### src/rtl/params_pkg.sv
// Shared sizing for the qubit readout chain.
package params_pkg;
  localparam int unsigned NUM_QUBITS     = 4;
  localparam int unsigned QUBIT_ID_WIDTH = 3;
endpackage

### src/rtl/qubit_occupancy_collector.sv
// Collects per-qubit 3x3 window sums over one frame, then drains one
// occupancy record per qubit in ascending index order.
// Optional macro OCC_STATS_EN: adds popcount of the published occupancy map.
module qubit_occupancy_collector
  import params_pkg::*;
#(
  parameter int unsigned SUM_WIDTH = 12
) (
  input  logic                      i_clk,
  input  logic                      i_rst_n,
  input  logic                      i_valid_in,
  input  logic                      i_match_found,
  input  logic [QUBIT_ID_WIDTH-1:0] i_qubit_index,
  input  logic [SUM_WIDTH-1:0]      i_window_sum,
  input  logic                      i_sync_fval,
  input  logic [SUM_WIDTH-1:0]      i_threshold,
  output logic                      o_res_valid,
  input  logic                      i_res_ready,
  output logic [QUBIT_ID_WIDTH-1:0] o_res_qubit,
  output logic [SUM_WIDTH-1:0]      o_res_sum,
  output logic [1:0]                o_res_flags,
  output logic [NUM_QUBITS-1:0]     o_occ_map,
  output logic                      o_frame_done,
  output logic                      o_dup_err,
  output logic                      o_overrun,
  output logic [QUBIT_ID_WIDTH:0]   o_occ_count
);

  localparam int unsigned IDX_W = (NUM_QUBITS > 1) ? $clog2(NUM_QUBITS) : 1;
  localparam int unsigned CNT_W = QUBIT_ID_WIDTH + 1;

  typedef enum logic [1:0] {S_IDLE, S_COLLECT, S_FLUSH, S_DRAIN} state_t;

  state_t                r_state;
  state_t                w_state_n;
  logic                  r_fval;
  logic                  r_flush_cnt;
  logic [SUM_WIDTH-1:0]  r_thresh;
  logic [NUM_QUBITS-1:0] r_seen;
  logic [NUM_QUBITS-1:0] w_seen_n;
  logic [NUM_QUBITS-1:0] w_occ_n;
  logic [SUM_WIDTH-1:0]  r_sum   [NUM_QUBITS];
  logic [SUM_WIDTH-1:0]  w_sum_n [NUM_QUBITS];
  logic [IDX_W-1:0]      r_idx;
  logic [IDX_W-1:0]      w_qidx;
  logic [IDX_W-1:0]      w_load_idx;
  logic                  w_fval_rise;
  logic                  w_fval_fall;
  logic                  w_in_range;
  logic                  w_capture;
  logic                  w_dup_n;
  logic                  w_accept;
  logic                  w_last;
  logic                  w_load_rec;
  logic                  w_frame_end;

  assign w_fval_rise = i_sync_fval & ~r_fval;
  assign w_fval_fall = ~i_sync_fval & r_fval;
  assign w_in_range  = 32'(i_qubit_index) < NUM_QUBITS;
  assign w_qidx      = i_qubit_index[IDX_W-1:0];
  assign w_capture   = ((r_state == S_COLLECT) || (r_state == S_FLUSH)) &&
                       i_valid_in && i_match_found && w_in_range;
  assign w_accept    = o_res_valid & i_res_ready;
  assign w_last      = (r_idx == IDX_W'(NUM_QUBITS - 1));
  assign w_frame_end = (r_state == S_DRAIN) && w_accept && w_last;

  // State register
  always_ff @(posedge i_clk) begin
    if (!i_rst_n) r_state <= S_IDLE;
    else          r_state <= w_state_n;
  end

  // Next-state: FLUSH holds two cycles to catch matches still in the upstream pipe
  always_comb begin
    w_state_n = r_state;
    case (r_state)
      S_IDLE:    if (w_fval_rise) w_state_n = S_COLLECT;
      S_COLLECT: if (w_fval_fall) w_state_n = S_FLUSH;
      S_FLUSH:   if (r_flush_cnt) w_state_n = S_DRAIN;
      S_DRAIN:   if (w_accept && w_last) w_state_n = S_IDLE;
      default:   w_state_n = S_IDLE;
    endcase
  end

  // Next per-qubit store contents; first match of a frame wins
  always_comb begin
    w_seen_n = r_seen;
    w_sum_n  = r_sum;
    w_dup_n  = 1'b0;
    if ((r_state == S_IDLE) && w_fval_rise) begin
      w_seen_n = '0;
    end else if (w_capture) begin
      if (r_seen[w_qidx]) begin
        w_dup_n = 1'b1;
      end else begin
        w_seen_n[w_qidx] = 1'b1;
        w_sum_n[w_qidx]  = i_window_sum;
      end
    end
    for (int unsigned i = 0; i < NUM_QUBITS; i++) begin
      w_occ_n[i] = w_seen_n[i] && (w_sum_n[i] >= r_thresh);
    end
  end

  // Record load: index 0 on leaving FLUSH (bypassing a last-cycle capture), then next on accept
  always_comb begin
    w_load_rec = 1'b0;
    w_load_idx = '0;
    if ((r_state == S_FLUSH) && r_flush_cnt) begin
      w_load_rec = 1'b1;
    end else if ((r_state == S_DRAIN) && w_accept && !w_last) begin
      w_load_rec = 1'b1;
      w_load_idx = r_idx + IDX_W'(1);
    end
  end

  // Datapath and registered outputs
  always_ff @(posedge i_clk) begin
    if (!i_rst_n) begin
      r_fval       <= 1'b0;
      r_flush_cnt  <= 1'b0;
      r_thresh     <= '0;
      r_seen       <= '0;
      r_idx        <= '0;
      for (int unsigned i = 0; i < NUM_QUBITS; i++) r_sum[i] <= '0;
      o_res_valid  <= 1'b0;
      o_res_qubit  <= '0;
      o_res_sum    <= '0;
      o_res_flags  <= 2'b00;
      o_occ_map    <= '0;
      o_frame_done <= 1'b0;
      o_dup_err    <= 1'b0;
      o_overrun    <= 1'b0;
    end else begin
      r_fval       <= i_sync_fval;
      r_seen       <= w_seen_n;
      r_sum        <= w_sum_n;
      o_dup_err    <= w_dup_n;
      o_frame_done <= 1'b0;
      r_flush_cnt  <= (r_state == S_FLUSH) ? ~r_flush_cnt : 1'b0;
      if ((r_state == S_IDLE) && w_fval_rise) r_thresh <= i_threshold;
      if (w_fval_rise && ((r_state == S_FLUSH) || (r_state == S_DRAIN))) o_overrun <= 1'b1;
      if (w_load_rec) begin
        r_idx       <= w_load_idx;
        o_res_valid <= 1'b1;
        o_res_qubit <= QUBIT_ID_WIDTH'(w_load_idx);
        o_res_sum   <= w_seen_n[w_load_idx] ? w_sum_n[w_load_idx] : '0;
        o_res_flags <= {w_seen_n[w_load_idx], w_occ_n[w_load_idx]};
      end else if (w_frame_end) begin
        r_idx        <= '0;
        o_res_valid  <= 1'b0;
        o_res_qubit  <= '0;
        o_res_sum    <= '0;
        o_res_flags  <= 2'b00;
        o_occ_map    <= w_occ_n;
        o_frame_done <= 1'b1;
      end
    end
  end

`ifdef OCC_STATS_EN
  logic [CNT_W-1:0] w_pop;

  // Population count of the map about to be published
  always_comb begin
    w_pop = '0;
    for (int unsigned i = 0; i < NUM_QUBITS; i++) w_pop = w_pop + CNT_W'(w_occ_n[i]);
  end

  // Occupied-qubit count, updated together with the map
  always_ff @(posedge i_clk) begin
    if (!i_rst_n)         o_occ_count <= '0;
    else if (w_frame_end) o_occ_count <= w_pop;
  end
`else
  assign o_occ_count = CNT_W'(0);
`endif

endmodule

### config.mk
export PLATFORM = sky130hd
export DESIGN_NAME = qubit_occupancy_collector
export DESIGN_NICKNAME = d
export VERILOG_FILES = /design/src/rtl/params_pkg.sv /design/src/rtl/qubit_occupancy_collector.sv
export SDC_FILE = /design/constraint.sdc
export NUM_CORES = 1
export LEC_CHECK = 0
export ABC_AREA = 1
export CORE_AREA = 5 5 121 180
export CTS_CLUSTER_SIZE = 28
export DETAILED_ROUTE_END_ITERATION = 8
export DIE_AREA = 0 0 126 185
export GPL_ROUTABILITY_DRIVEN = 0
export PLACE_DENSITY = 0.56
export SYNTH_ARGS = -nofsm -noshare
export SYNTH_HDL_FRONTEND = slang
export SYNTH_SLANG_ARGS = --single-unit
export TNS_END_PERCENT = 50
### constraint.sdc
create_clock -name i_clk -period 6.7 [get_ports i_clk]
set_clock_uncertainty 0.2 [all_clocks]
set_input_delay 1.34 -clock i_clk [delete_from_list [all_inputs] [get_ports i_clk]]
set_output_delay 1.34 -clock i_clk [all_outputs]
set_load 0.02 [all_outputs]
After elaboration in Yosys (flattened, before gate mapping)
Index checks and enable logic that the tools add are counted.
- register bits after elaboration: 94
- latch bits: 0
- RAM bits: 0
- ROM bits: 0
- input bits: 33
- output and inout bits: 29
- logic and storage cells: 117
- memories kept: 0
- $add $sub $neg: 1
- multiply operators: 0
- div/mod/pow operators: 0
- magnitude comparators: 11
- eq/ne operators: 8
- shift-type cells: 0
- multiplexer cells: 41
- bitwise operators: 12
- reduce and logical (&&, ||, !) cells: 26
- operator list (cell ; count):
    two-way mux 48 bit ; 3
    two-way mux 12 bit ; 6
    bitwise mux 48 bit ; 1
    >= comparator 12 bit ; 4
    binary-select mux 12 bit (select 2 bit) ; 1
    demux 12 bit (select 2 bit) ; 1
    two-way mux 2 bit ; 11
    logical AND 1 bit ; 16
    two-way mux 4 bit ; 3
    two-way mux 1 bit ; 10
    case mux 2 bit (4 select lines) ; 1
    binary-select mux 1 bit (select 2 bit) ; 3
    equality test 2 bit (second input constant) ; 3
    >= comparator 3 bit (second input constant) ; 2
    < comparator 2 x 3 -> 1 bit (second input constant) ; 2
    != test 2 bit (second input constant) ; 3
    NOT 1 bit ; 6
    NOT 2 -> 3 bit ; 2
    bitwise OR 4 bit ; 1
    AND reduction 2 bit ; 2
    AND reduction 4 bit ; 1
    AND 1 bit ; 3
    < comparator 3 x 1 -> 1 bit (second input constant) ; 1
    < comparator 3 bit (second input constant) ; 1
    other kinds (11) ; 12

Longest topological paths before layout
- depth in word-level cells: 14
- mapped depth: 22
- mapped depth without buffers: 21

Worst setup path after synthesis
Ideal clock, no wire load.
- kind: input-to-reg
- from: input i_match_found
- to: register o_res_flags[0]
- library setup time: 70 ps
- arrival time: 3323 ps
- path slack: 3107 ps
- cell stages on the path: 20
- cells stage by stage: inv_1 > nor2_1 > nand2_1 > nor2_4 > buf_6 > buf_4 > nand4_1 > nand2_1 > inv_1 > ha_1 > nand2_1 > nor2_1 > nand2_1 > nor2_1 > nand2_1 > nand4_1 > nand2_1 > nand3_1 > nand3_1 > a21oi_1
- RTL lines (item ; RTL line ; source):
    from (decl) ; qubit_occupancy_collector.sv:12 ; input logic i_match_found,
    to (signal assigned) ; qubit_occupancy_collector.sv:148 ; o_res_flags <= {w_seen_n[w_load_idx], w_occ_n[w_load_idx]};
    to (decl) ; qubit_occupancy_collector.sv:21 ; output logic [1:0] o_res_flags,

==> key figures <==
Place
  • HPWL after DPL: 14,000 um
  • Dpl cell area: 6550 sq um
  • # port buffers: 56

Cells and area
  • Design Area, Final: 6850 sq um
  • Layout fillers: 2,279
  • Area growth from synthesis to layout: 17.0%
  • Share of cells above drive strength 1: 0.0388
  • Nets: 1,009
  • Antenna Diode Count: 0

Detailed routing
  • Antenna Nets Post-Route: 0
  • Wire length per cell: 15.6 um
  • Final WL: 18,600 um
  • Detailed-route DRC error count: 0
  • Vias: 5,665
  • Iter 0 DRT Violations: 275
  • DR vias/cell: 4.76
  • First-pass DRT Iterations: 5

Clock tree
  • Post-CTS setup buffer count: 0
  • Resized Gates After CTS: 0
  • Clock Tree Root: clkbuf_16
  • CTS Hold Buffers Added: 0
  • Clock buffer depth: 2
  • TritonCTS clock tree: built
  • TritonCTS Buffers: 9
  • Reg clk slew, reported paths: 70 ps
  • Total number of H-tree levels: 3
  • Worst-skew pair later-pin latency: 350 ps
  • CTS Sinks: 92

Yosys
  • Yosys warnings: 0
  • Seq/Total Area, Yosys: 0.315
  • Ranking of synthesized cells by area: dfxtp_1 (31%), nand2_1 (13%), ha_1 (11%), inv_1 (10%), nand3_1 (9.3%)
  • Synth Register Bits: 92
  • Largest area contributor in the synthesized netlist: dfxtp_1
  • Post-synth top area share: 0.315
  • Distinct cell type count after synthesis: 29
  • Post-Syn Instances: 891
  • Synthesized area: 5850 sq um
  • Avg Inst Size Synth: 6.57 sq um

Global route
  • Pin count of the biggest net entering global routing: 54
  • Initial antenna violation count: 0
  • Vias in the first global route: 5,589
  • First-pass GRT wire length: 29,000 um
  • All-Layer GR Usage: 0.160
  • GR Overflow Total: 0

Timing
  • Period minus WS final: 5010 ps
  • Setup TNS: 0 ps
  • Unrepaired setup endpoints after global routing: no
  • Final hold viol count: 0
  • Final Setup Violations: 0
  • Fmax: 0.200 GHz
  • Slew margin rel.: 0.400
  • Tcrit/Tclk final: 0.748
  • Pins Over Slew Limit: 0
  • Worst Max-Slew Pin Slew: 899 ps

Setup path
  • Cell family with most CP delay: simple AND/OR/NAND/NOR gates
  • Crit-path cells: clkdlybuf4s50_1, nor2_2, nand2_1, nand2_2, nor2_8, nand3_2, nand2_1, nand2_1, inv_1, ha_1, nand2_1, inv_1, nand2_1, nand2_1, nand2_1, nand4_1, nand2_1, nand3_1, nand3_1, a21oi_1
  • Setup CP Type: in -> reg
  • Most used cell, CP: nand2_1
  • Critical Path RT: 6720 ps
  • CP endpoint kind: register
  • Startpoint Class: primary input
  • CP bufs+invs: 3
  • Crit path arrival time: 5030 ps
  • Slowest-stage cell, CP: clkdlybuf4s50_1
  • Worst path max stage delay: 590 ps
  • CP Max Fanout: 53

Power and ir drop
  • Pint: 1030 uW
  • Leakage power: 0.00351 uW
  • Comb pwr share: 0.304
  • VDD IR max: 0.126 mV
  • Part of the power in registers: 0.373
  • Psw: 566 uW
  • Power Dens Cells: 234 nW/um^2
  • Clock power frac: 0.323
  • Switching share of power: 0.354

Floorplanning
  • Io pins: 62
  • Die Wd: 126 um
  • Initial core utilization: 0.290
  • Area of the core: 20,200 sq um
  • Die footprint: 23,300 sq um
  • Die Y: 185 um
  • Row count: 64

Status
  • Status: finished clean

Min path
  • Worst Hold Class: reg -> reg

Job
  • Max_cap viols: 0
stage by stage:
step / setup WS, ps / instances / hold WS (ps) / utilization / total power [uW]
after CTS: 1720 / 1191 / 262 / 0.339 / 1620
final: 1690 / 1191 / 260 / 0.339 / 1600
after detailed placement: 1340 / 1176 / 250 / 0.325 / 1100
after global routing: 1410 / 1191 / 273 / 0.339 / 1710
after global placement: 1350 / 1176 / 248 / 0.325 / 1090
after floorplan: 3110 / 895 / 218 / - / 957
worst paths after layout:
kind,to,slack [ps],startpoint,cells past startpoint
worst max-delay path,o_res_flags[0]$_SDFFE_PN0P_,1690,i_qubit_index[0],20
worst min-delay path,r_flush_cnt$_SDFF_PN0_,260,r_flush_cnt$_SDFF_PN0_,1
worst max register to register,o_res_flags[0]$_SDFFE_PN0P_,2700,r_state[0]$_SDFFE_PN0P_,21
worst min register to register,r_flush_cnt$_SDFF_PN0_,260,r_flush_cnt$_SDFF_PN0_,1
final cells by class:
type / instances / area [sq um] / share of cell area
clock buffer: 13 / 280 / 0.0409
clock inverter: 2 / 17.5 / 0.00256
inverter: 162 / 608 / 0.0888
multi-input combinational: 597 / 3170 / 0.463
sequential: 92 / 1840 / 0.269
tap: 264 / 330 / 0.0482
timing repair buffer: 61 / 598 / 0.0873
metal layers:
| metal | up-vias | wire length (um) | track usage | share of wire |
|---|---|---|---|---|
| li1 | 2897 | - | - | - |
| met1 | 2562 | 7090 | 0.167 | 0.38 |
| met2 | 141 | 9530 | 0.289 | 0.51 |
| met3 | 65 | 583 | 0.0208 | 0.031 |
| met4 | 0 | 1420 | 0.125 | 0.076 |
| met5 | - | 0 | 0 | 0 |
state kept, by name, summed over array words and instances, names as in the netlist, 2 cells and up:
name and flops:
o_res_flags 2, o_res_qubit 2, r_sum 48, r_thresh 12
o_res_sum 12, o_occ_map 4, r_state 2, r_seen 4
cells in the mapped netlist:
library cell and n:
nor2_8 1, buf_6 6, o21bai_2 1, inv_1 159, dfxtp_1 92, nor2_4 2, o21a_1 1, conb_1 1
nand2_2 1, and2_1 1, ha_1 53, clkbuf_1 20, o21bai_1 6, nand4_1 52, nand2_1 202, nand3_2 4
nor3_1 2, buf_4 6, nor2_2 4, a21oi_1 42, nand3_1 109, buf_2 9, nor4_1 1, nor2_1 87
o21ai_0 18, a21o_1 4, buf_1 3, inv_2 3, a31oi_1 1
layout by cell type, fill, tap and decap left out, drive strengths merged:
cell type / n
nor3: 2
o21bai: 7
inv: 162
ha: 53
a31oi: 1
and2: 1
buf: 5
a21oi: 42
nand4: 52
o21ai: 18
clkbuf: 13
dfxtp: 92
conb: 5
nor4: 1
clkinv: 2
o21a: 1
nand3: 113
clkdlybuf4s50: 56
nor2: 94
a21o: 4
nand2: 203
cells by family (layout without fill, tap and decap cells):
group	count (synthesis)	after routing	share of synthesized area
AND/OR/NAND/NOR	466	466	0.357
buffers and inverters	206	238	0.146
flip-flops	92	92	0.315
AO/OA/AOI/OAI	73	73	0.0684
adder cells (fa/ha/maj)	53	53	0.113
other	1	5	0.000641
power by group through the flow:
stage               Clock, uW  Sequential [uW]  Combinational, uW
floorplan                   0              607                350
global placement            0              609                485
detailed placement          0              609                489
CTS                       528              597                491
global route              548              600                566
finish                    517              597                486
Note: power is estimated with default switching activity, not from simulation.
